`config.mk`:
```
export PLATFORM = sky130hd
export DESIGN_NAME = hazard_ctrl
export DESIGN_NICKNAME = d
export VERILOG_FILES = /design/src/rtl/hazard_ctrl.sv
export SDC_FILE = /design/constraint.sdc
export NUM_CORES = 1
export LEC_CHECK = 0
export ABC_AREA = 1
export CORE_UTILIZATION = 56
export CTS_CLUSTER_DIAMETER = 80
export CTS_CLUSTER_SIZE = 25
export DETAILED_ROUTE_END_ITERATION = 6
export PLACE_DENSITY = 0.82
export SYNTH_ARGS = -nofsm -noshare
export SYNTH_HDL_FRONTEND = slang
export SYNTH_SLANG_ARGS = --single-unit
export TNS_END_PERCENT = 30
```
`constraint.sdc`:
```
create_clock -name clk -period 4.6 [get_ports clk]
set_clock_uncertainty 0.2 [all_clocks]
set_input_delay 0.46 -clock clk [delete_from_list [all_inputs] [get_ports clk]]
set_output_delay 0.46 -clock clk [all_outputs]
set_load 0.02 [all_outputs]
```
`src/rtl/hazard_ctrl.sv`:
```
`default_nettype none
// ============================================================================
//  Module      : hazard_ctrl
//  Description : Pipeline sequencing controller for the 5-stage core. Decides
//                per cycle which pipeline registers hold or load a bubble for
//                data-memory wait, multi-cycle MDU occupancy, EX redirects
//                and load-use hazards; keeps saturating stall/flush counters.
//  Revision    : 1.0 - initial release
// ============================================================================
module hazard_ctrl #(
    parameter int MDU_LAT = 4
) (
    input  logic        clk,
    input  logic        rst_n,
    input  logic [4:0]  id_rs1_i,
    input  logic [4:0]  id_rs2_i,
    input  logic        id_uses_rs1_i,
    input  logic        id_uses_rs2_i,
    input  logic [4:0]  ex_rd_i,
    input  logic        ex_mem_read_i,
    input  logic        ex_redirect_i,
    input  logic        ex_mdu_start_i,
    input  logic        mem_req_i,
    input  logic        mem_ready_i,
    output logic        pc_stall_o,
    output logic        if_id_stall_o,
    output logic        if_id_flush_o,
    output logic        id_ex_stall_o,
    output logic        id_ex_flush_o,
    output logic        ex_mem_stall_o,
    output logic        ex_mem_flush_o,
    output logic        mem_wb_flush_o,
    output logic        mdu_done_o,
    output logic [31:0] stall_cnt_o,
    output logic [31:0] flush_cnt_o
);

    localparam logic [1:0] c_RUN      = 2'd0;
    localparam logic [1:0] c_MDU_BUSY = 2'd1;
    localparam logic [1:0] c_MEM_WAIT = 2'd2;

    // First MDU cycle is spent in RUN and the last one (cnt==0) releases the
    // pipeline, so the busy countdown starts at MDU_LAT-2.
    localparam logic [3:0] c_CNT_LOAD = 4'(MDU_LAT - 2);

    logic [1:0]  r_state;
    logic        r_ret_mdu;     // state to resume after a memory wait: 1 = MDU_BUSY
    logic [3:0]  r_cnt;
    logic [31:0] r_stall_cnt;
    logic [31:0] r_flush_cnt;

    logic [1:0]  w_state_nxt;
    logic        w_ret_mdu_nxt;
    logic [3:0]  w_cnt_nxt;
    logic [1:0]  w_eff_state;
    logic        w_memw;
    logic        w_load_use;

    // State, MDU countdown and return-state register
    always_ff @(posedge clk) begin
        if (!rst_n) begin
            r_state   <= c_RUN;
            r_ret_mdu <= 1'b0;
            r_cnt     <= 4'd0;
        end else begin
            r_state   <= w_state_nxt;
            r_ret_mdu <= w_ret_mdu_nxt;
            r_cnt     <= w_cnt_nxt;
        end
    end

    // Prioritised hazard resolution; MEM_WAIT is treated as the remembered
    // state once memory is ready so that cycle is evaluated by the lower rules
    always_comb begin
        w_memw      = mem_req_i & ~mem_ready_i;
        w_load_use  = ex_mem_read_i & (ex_rd_i != 5'd0) &
                      ((id_uses_rs1_i & (id_rs1_i == ex_rd_i)) |
                       (id_uses_rs2_i & (id_rs2_i == ex_rd_i)));
        w_eff_state = (r_state == c_MEM_WAIT) ? (r_ret_mdu ? c_MDU_BUSY : c_RUN)
                                              : r_state;

        w_state_nxt    = w_eff_state;
        w_ret_mdu_nxt  = r_ret_mdu;
        w_cnt_nxt      = r_cnt;
        pc_stall_o     = 1'b0;
        if_id_stall_o  = 1'b0;
        if_id_flush_o  = 1'b0;
        id_ex_stall_o  = 1'b0;
        id_ex_flush_o  = 1'b0;
        ex_mem_stall_o = 1'b0;
        ex_mem_flush_o = 1'b0;
        mem_wb_flush_o = 1'b0;
        mdu_done_o     = 1'b0;

        if (rst_n) begin
            if (w_memw) begin
                // Whole front of the pipe freezes; MDU progress is deferred
                pc_stall_o     = 1'b1;
                if_id_stall_o  = 1'b1;
                id_ex_stall_o  = 1'b1;
                ex_mem_stall_o = 1'b1;
                mem_wb_flush_o = 1'b1;
                w_state_nxt    = c_MEM_WAIT;
                w_ret_mdu_nxt  = (w_eff_state == c_MDU_BUSY);
            end else if (((w_eff_state == c_RUN) && ex_mdu_start_i) ||
                         ((w_eff_state == c_MDU_BUSY) && (r_cnt != 4'd0))) begin
                pc_stall_o     = 1'b1;
                if_id_stall_o  = 1'b1;
                id_ex_stall_o  = 1'b1;
                ex_mem_flush_o = 1'b1;
                w_state_nxt    = c_MDU_BUSY;
                w_cnt_nxt      = (w_eff_state == c_RUN) ? c_CNT_LOAD : (r_cnt - 4'd1);
            end else if (w_eff_state == c_MDU_BUSY) begin
                mdu_done_o  = 1'b1;
                w_state_nxt = c_RUN;
            end else if (ex_redirect_i) begin
                if_id_flush_o = 1'b1;
                id_ex_flush_o = 1'b1;
            end else if (w_load_use) begin
                pc_stall_o    = 1'b1;
                if_id_stall_o = 1'b1;
                id_ex_flush_o = 1'b1;
            end
        end
    end

    // Saturating event counters
    always_ff @(posedge clk) begin
        if (!rst_n) begin
            r_stall_cnt <= 32'd0;
            r_flush_cnt <= 32'd0;
        end else begin
            if (pc_stall_o && (r_stall_cnt != 32'hFFFF_FFFF)) begin
                r_stall_cnt <= r_stall_cnt + 32'd1;
            end
            if (if_id_flush_o && (r_flush_cnt != 32'hFFFF_FFFF)) begin
                r_flush_cnt <= r_flush_cnt + 32'd1;
            end
        end
    end

    // Counters read as zero while reset is held
    always_comb begin
        stall_cnt_o = rst_n ? r_stall_cnt : 32'd0;
        flush_cnt_o = rst_n ? r_flush_cnt : 32'd0;
    end

endmodule
`default_nettype wire

```
# Yosys cells after proc, flatten, opt, wreduce, memory -nomap -nowiden
# Cells that the tools add are included.
dict set report op_classes {
  add_sub_neg 3
  eq_ne 6
  muxes 35
  bitwise 9
  reduce_logical 10
}
# cell count
set op_table {}
lappend op_table {{adder 32 x 1 -> 32 bit (second input constant)} 2}
lappend op_table {{2-to-1 mux 32 bit} 2}
lappend op_table {{!= test 32 bit (second input constant)} 2}
lappend op_table {{2-to-1 mux 1 bit} 28}
lappend op_table {{equality test 5 bit} 2}
lappend op_table {{2-to-1 mux 2 bit} 4}
lappend op_table {{bitwise AND 1 bit} 5}
lappend op_table {{nonzero test 5 bit} 1}
lappend op_table {{logical AND 1 bit} 4}
lappend op_table {{2-to-1 mux 4 bit} 1}
lappend op_table {{nonzero test 4 bit} 1}
lappend op_table {{subtractor 4 x 1 -> 4 bit (second input constant)} 1}
lappend op_table {{NOT 1 bit} 3}
lappend op_table {{equality test 2 x 1 -> 1 bit (second input constant)} 1}
lappend op_table {{equality test 2 bit (second input constant)} 1}
lappend op_table {{logical NOT 2 bit} 1}
lappend op_table {{AND reduction 2 bit} 1}
lappend op_table {{OR reduction 2 bit} 1}
lappend op_table {{logical OR 1 bit} 1}
lappend op_table {{OR 1 bit} 1}
dict set report totals {
  regBits 71
  in_bits 24
  output_inout_bits 73
  elab_cells 69
}

# Longest topological paths before layout
# Gate-level depths: netlist (run 1).
dict set report logic_depth {
  ltp_word 11
  depth_mapped 12
  depth_no_buf 12
}

# Least setup slack after synthesis (run 1)
# Ideal clock, no wire load.
dict set report synth_timing {
  kind {input to output}
  startpoint {in ex_rd_i[3]}
  endpoint {out pc_stall_o}
  arrival_time_ns 1.518
  required_ns 3.940
  setup_slack_ns 2.422
  path_stages 10
  n_path_buf 2
  cell_sequence {inv_1 > nand2_1 > nand2_1 > nor2_1 > nand3_1 > nand2_1 > nand3_1 > nand2_1 > buf_2 > buf_4}
}
dict set report synth_between {
  elab_chain_cells 10
  elab_cells_between_ends 14
}
# item line_no
set synth_rtl {}
lappend synth_rtl {{start: declaration} 19} ;# input logic [4:0] ex_rd_i,
lappend synth_rtl {{equality test 5 bit (on tied branches)} {77, 78}}
lappend synth_rtl {{bitwise AND 1 bit (on tied branches)} {77, 78}}
lappend synth_rtl {{OR 1 bit} 77} ;# ((id_uses_rs1_i & (id_rs1_i == ex_rd_i)) |
lappend synth_rtl {{bitwise AND 1 bit (*)} 76} ;# w_load_use = ex_mem_read_i & (ex_rd_i != 5'd0) &
lappend synth_rtl {{2-to-1 mux 1 bit (*) (6 in a row)} n/a}
lappend synth_rtl {{end: declaration} 25} ;# output logic pc_stall_o,
# Mark *: on every way between the ends. The rest lies on a longest branch, timed or not.

# Worst setup path in the final report (run 1)
dict set report layout_timing {
  startpoint {in ex_rd_i[4]}
  endpoint {out if_id_stall_o}
}
dict set report layout_between {
  elab_chain_cells 10
  elab_cells_between_ends 14
}
# item line_no
set layout_rtl {}
lappend layout_rtl {{equality test 5 bit (on tied branches)} {77, 78}}
lappend layout_rtl {{bitwise AND 1 bit (on tied branches)} {77, 78}}
lappend layout_rtl {{OR 1 bit} 77}
lappend layout_rtl {{bitwise AND 1 bit (*)} 76}
lappend layout_rtl {{2-to-1 mux 1 bit (*)} 119} ;# end else if (w_load_use) begin
lappend layout_rtl {{2-to-1 mux 1 bit (*)} 116} ;# end else if (ex_redirect_i) begin
lappend layout_rtl {{2-to-1 mux 1 bit (*)} 113} ;# end else if (w_eff_state == c_MDU_BUSY) begin
lappend layout_rtl {{2-to-1 mux 1 bit (*)} 105} ;# end else if (((w_eff_state == c_RUN) && ex_mdu_start_i) ||
lappend layout_rtl {{2-to-1 mux 1 bit (*)} 96} ;# if (w_memw) begin
lappend layout_rtl {{2-to-1 mux 1 bit (*)} 95} ;# if (rst_n) begin
lappend layout_rtl {{end: declaration} 26} ;# output logic if_id_stall_o,
# Marks and branches as above.

==> qor.yml, run 1 <==
status: "finished clean"
dieArea_mm2: 0.00949
grt-ovfl-total: 0
r2r-end: "r_stall_cnt[29]"
dieHeight_um: 97.4
required_ns: 3.94
setup.worst_path.start: "ex_rd_i[4]"
wl_um: 14100
post_cts_buffers: 0
setup_tns_ns: 0
finalSetupViolCount: 0
final.period_utilization_pct: 71.8
path_cells: "clkdlybuf4s50_1 -> inv_1 -> nand2_1 -> nand2_1 -> nor2_1 -> nand3_1 -> nand2_1 -> nand3_1 -> nand2_1 -> clkdlybuf4s50_1"
hold_violations: 0
num_rows: 34
hold_buffers: 0
synth-edff-count: 0
cp_max_fo: 14
via_count: 5616
vias_per_cell: 5.26
start_util_pct: 58.2
ir_drop_uv: 122
cp_slowest_cell: "clkdlybuf4s50_1"
syn-cell-area_mm2: 0.00510
criticalPathCategory: "in2out"
critical_path_depth: 10
drc: 0
ant_nets: 0
slowest_delay_ns: 0.71
htreeDepth: 3
maxSlewViolCount: 0
diodes: 0
clk_pin_slew_ns: 0.07
cts-root-buf: "clkbuf_8"
hp-start: "r_cnt[0]"
synth.ff_latch_count: 71
grtUsageTotal_pct: 30.3
cts_tree: "yes"
port_buffers: 96
core_mm2: 0.00876
synthCells: 876
rr_worst_depth: 11
fp.dieW_um: 97.4
clockBufferDepth: 2
numClockSinks: 71
place_hpwl_um: 10600
place.gp.congestion: 0.981
timing.rr.start: "r_stall_cnt[0]"
avgSynthCellArea_um2: 5.82
critPathTopFamily: "buffers and inverters"
rrSetupSlack_ns: 1.56
grt_pass1_wl_um: 23800
syn_nets: 904
tightest_slew_ns: 0.588
cp-end-kind: "output port"
synthFlopType: "dfxtp_1"
post-route-min-period_ns: 3.30
max_slew_margin_pct: 60.6
synth-seq-area-share_pct: 27.9
dr.pass1.iters: 5
grt_max_degree: 58
startpoint_type: "input pin"
drt_iter0_drc: 211
cp.arrival_ns: 2.64
numCtsBuffers: 9
grt_antenna_before_repair: 0
post_cts_resized: 0
ys_warn_count: 0
ys_types: 35
crit_path_frequent_cell: "nand2_1"
rsz0062_at_grt: "false"
layout-drive-gt1-share_pct: 4.27
totalPowerFinal_w: 0.00128
drv_cap: 0
cp_num_buf_inv: 3
hp-class: "reg2reg"
fmax_mhz: 303
clk_latency_ns: 0.34
area_growth_pct: 22.1
io_pins: 97
wire_per_inst_um: 13.2
final_nets: 983
p_leak_nw: 2.77
cp-endpoint: "if_id_stall_o"
p_per_area_mw_per_mm2: 206
first_global_vias: 5134
synthArstFlopShare_pct: 0
power by group:
group / total [W] / internal [W] / leakage [nW] / switching [W]
clock network: 0.000505 / 0.000264 / 0.100 / 0.000242
logic: 0.000151 / 0.0000530 / 2.10 / 0.0000980
registers: 0.000628 / 0.000622 / 0.573 / 0.00000656
total: 0.00128 / 0.000938 / 2.77 / 0.000346
worst min-delay path, delay by kind of cell (launching register included):
kind	cells	cell delay, ns
AO/OA/AOI/OAI	1	0.06
flip-flops	1	0.32
AND/OR/NAND/NOR	1	0.06
metal layers:
metal	part of all wire (%)	track usage [%]
met5	0	0
met4	3.8	14.5
met3	5.1	3.38
met2	49	53.8
met1	42	36.2
cells by family after synthesis:
kind of cell	Yosys count	share of synthesized area (%)
simple gates	524	43.3
buf+inv	165	13.4
compound gates	76	8.27
flops	71	27.9
xor+xnor	36	6.18
fa+ha+maj	4	0.981
worst min-delay path by stage:
stage | end | slack [ns] | cells after the start
CTS | r_cnt[0] | 0.28 | 2
global placement | r_cnt[0] | 0.25 | 2
global route | r_cnt[0] | 0.30 | 2
finish | r_cnt[0] | 0.28 | 2
floorplan | r_cnt[0] | 0.25 | 2
detailed placement | r_cnt[0] | 0.26 | 2
state kept, by name, summed over array words and instances, names as in the netlist:
register and count:
r_cnt 4, r_ret_mdu 1, r_flush_cnt 32, r_state 2, r_stall_cnt 32
Yosys cell counts, types with 2 or more instances:
cell	count	area (µm²)
inv_2	5	18.8
clkbuf_1	13	48.8
a21oi_2	7	61.3
xor2_1	25	219
buf_6	5	56.3
inv_1	129	484
dfxtp_1	71	1420
buf_4	4	30.0
nand3b_1	11	82.6
and3_1	2	12.5
nor2_1	90	338
nor3_1	28	140
nor2_2	4	25.0
xnor2_1	11	96.3
ha_1	4	50.1
o21ai_0	11	55.1
nand3_1	54	270
nand4_1	9	56.3
nand2_2	2	12.5
a21oi_1	52	260
buf_2	8	40.0
nand2_1	315	1180
nor3b_1	4	30.0
layout make-up:
| cell class | instances | area, µm² |
|---|---|---|
| timing repair buffer | 99 | 978 |
| tap | 108 | 135 |
| clock buffer | 12 | 145 |
| sequential | 71 | 1420 |
| inverter | 134 | 503 |
| fill | 775 | 2540 |
| multi-input combinational | 640 | 3000 |
| clock inverter | 4 | 45.0 |
layout by cell type, fill, tap and decap left out, drive strengths merged, types with 2 or more instances in the layout:
cell type | netlist | routed
nand2 | 318 | 318
inv | 134 | 134
clkdlybuf4s50 | 0 | 95
nor2 | 95 | 95
dfxtp | 71 | 71
a21oi | 59 | 59
nand3 | 56 | 56
nor3 | 29 | 29
xor2 | 25 | 25
clkbuf | 13 | 12
o21ai | 11 | 11
xnor2 | 11 | 11
nand3b | 11 | 11
nand4 | 9 | 9
nor3b | 4 | 4
ha | 4 | 4
buf | 18 | 4
clkinv | 0 | 3
and3 | 2 | 2
metrics by stage:
stage | area (µm²) | std cells | setup WS (ns) | util [%] | hold WS (ns)
finish | 6220 | 1068 | 1.30 | 71.0 | 0.281
global route | 6220 | 1068 | 1.15 | 71.0 | 0.298
CTS | 6220 | 1068 | 1.32 | 71.0 | 0.283
detailed placement | 6030 | 1052 | 1.29 | 68.9 | 0.258
global placement | 6030 | 1052 | 1.37 | 68.9 | 0.252
floorplan | 5100 | 876 | 2.42 | - | 0.245
No activity file was read; power rests on OpenSTA's default activity.
==> inputs of run 2 (changes only) <==
--- a/config.mk
+++ b/config.mk
@@ -6,11 +6,11 @@
 export NUM_CORES = 1
 export LEC_CHECK = 0
 export ABC_AREA = 1
-export CORE_UTILIZATION = 56
+export CORE_UTILIZATION = 53
 export CTS_CLUSTER_DIAMETER = 80
 export CTS_CLUSTER_SIZE = 25
 export DETAILED_ROUTE_END_ITERATION = 6
-export PLACE_DENSITY = 0.82
+export PLACE_DENSITY = 0.78
 export SYNTH_ARGS = -nofsm -noshare
 export SYNTH_HDL_FRONTEND = slang
 export SYNTH_SLANG_ARGS = --single-unit
==> constraint.sdc (replaced) <==
create_clock -name clk -period 3.35 [get_ports clk]
set_clock_uncertainty 0.2 [all_clocks]
set_input_delay 0.335 -clock clk [delete_from_list [all_inputs] [get_ports clk]]
set_output_delay 0.335 -clock clk [all_outputs]
set_load 0.02 [all_outputs]
==> run 2 against run 1 <==
Net effect:
- clock power grew 51%
- sequential share of layout area fell by 0.29 points
- total power grew 43%
- critical path depth unchanged
- utilization is 3.1 points lower
- first-iteration DRC count fell by 14%
- global-route usage decreased by 1.9 points
==> qor.yml, run 2 (synthesis gave the netlist of run 1 again) <==
fmax_mhz: 370
clkPwrFrac_pct: 41.5
largest_registers: "r_flush_cnt: 32 flops, r_stall_cnt: 32 flops, r_cnt: 4 flops"
first_global_vias: 5176
hold_violations: 0
netSwitchingFraction_pct: 26.5
final.period_utilization_pct: 80.6
cp_max_fo: 3
cts-root-buf: "clkbuf_8"
wire_per_inst_um: 12.5
cp-end-kind: "output port"
drt_iter0_drc: 182
ir_drop_uv: 203
grt_pass1_wl_um: 23000
drc: 0
power.switching_w: 0.000485
startpoint_type: "input pin"
grtUsageTotal_pct: 28.3
vias_per_cell: 5.08
p_leak_nw: 2.79
dp.cells: 1077
layout_common_cells: "315 x nand2_1, 129 x inv_1, 95 x clkdlybuf4s50_1"
post-route-min-period_ns: 2.70
hp-class: "in2reg"
fill_cells: 903
dr.pass1.iters: 7
layout-drive-gt1-share_pct: 4.77
dieArea_mm2: 0.0100
max_slew_margin_pct: 59.3
tightest_slew_ns: 0.610
fin_ws_ns: 0.650
maxSlewViolCount: 0
dieHeight_um: 100
ff_latch_area_mm2: 0.00142
htreeDepth: 3
drv_cap: 0
final_cells: 1093
area_growth_pct: 23.6
wl_um: 13600
via_count: 5549
core_mm2: 0.00928
seqPwrFrac_pct: 46.9
post_cts_buffers: 0
clk_pin_slew_ns: 0.08
place_hpwl_um: 10300
rsz0062_at_grt: "false"
grt-ovfl-total: 0
place.gp.congestion: 0.969
clockBufferDepth: 2
diodes: 0
mostFrequentLayoutCell: "nand2_1"
multi_input_area_mm2: 0.00300
start_util_pct: 54.9
criticalPathCategory: "in2out"
cts_tree: "yes"
p_per_area_mw_per_mm2: 291
num_rows: 35
cp.arrival_ns: 2.16
post_cts_resized: 0
final_nets: 987
rrSetupSlack_ns: 0.88
grt_max_degree: 53
p_comb_share_pct: 11.5
status: "finished clean"
ant_nets: 0
grt_antenna_before_repair: 0
port_buffers: 96
required_ns: 2.81
place_ws_ns: 0.473
setup_tns_ns: 0
fp.dieW_um: 100
p_int_w: 0.00135
hold_buffers: 0
io_pins: 97
clk_latency_ns: 0.34
holdWs_ns: 0.200
finalSetupViolCount: 0
numClockSinks: 71
numCtsBuffers: 9
==> run 2: cell types whose count changed in the layout (fill, tap and decap cells not counted), sizes merged <==
cell | previous run | this run
buf | 4 | 8
clkbuf | 12 | 10
clkinvlp | 0 | 2
bufinv | 1 | 2
clkinv | 3 | 2
==> run 2: worst paths after layout <==
kind / startpoint / end / cells past startpoint
max: ex_rd_i[1] / pc_stall_o / 10
min: rst_n / r_flush_cnt[2] / 3
max reg2reg: r_ret_mdu / r_stall_cnt[25] / 11
min reg2reg: r_cnt[0] / r_cnt[0] / 2
==> run 2: per-stage QoR <==
stage | total power [W] | utilization [%] | instance area [µm²]
floorplan | 0.00102 | - | 5100
global placement | 0.00108 | 65.6 | 6090
detailed placement | 0.00109 | 65.6 | 6090
CTS | 0.00184 | 67.9 | 6300
global route | 0.00190 | 67.9 | 6300
finish | 0.00183 | 67.9 | 6300
==> run 2: layer usage <==
metal,global-route usage [%],share of wire (%),up-vias
met3,2.99,3.9,40
li1,-,-,2856
met2,51.5,50,168
met1,32.7,42,2485
met5,0,0,-
met4,15.3,3.9,0
==> run 2: layout make-up <==
class	count	share of cell area (%)
repair buffers	103	16.0
well taps	129	2.56
clock buffers	10	2.02
clock inverters	6	1.35
multi-input cells	640	47.5
flip-flops and latches	71	22.5
inverters	134	7.98
==> run 2: critical path, stage by stage <==
cell	delay, ns
clkdlybuf4s50_1	0.51
inv_1	0.08
nand2_1	0.08
nand2_1	0.05
nor2_1	0.10
nand3_1	0.09
nand2_1	0.09
nand3_1	0.07
nand2_1	0.10
clkdlybuf4s50_1	0.66
==> run 2: power groups by stage <==
stage / clock network (W) / logic, W / registers, W
after detailed placement: 0 / 0.000210 / 0.000880
final: 0.000761 / 0.000211 / 0.000860
after CTS: 0.000771 / 0.000211 / 0.000860
after floorplan: 0 / 0.000141 / 0.000880
after global routing: 0.000806 / 0.000234 / 0.000862
after global placement: 0 / 0.000205 / 0.000879
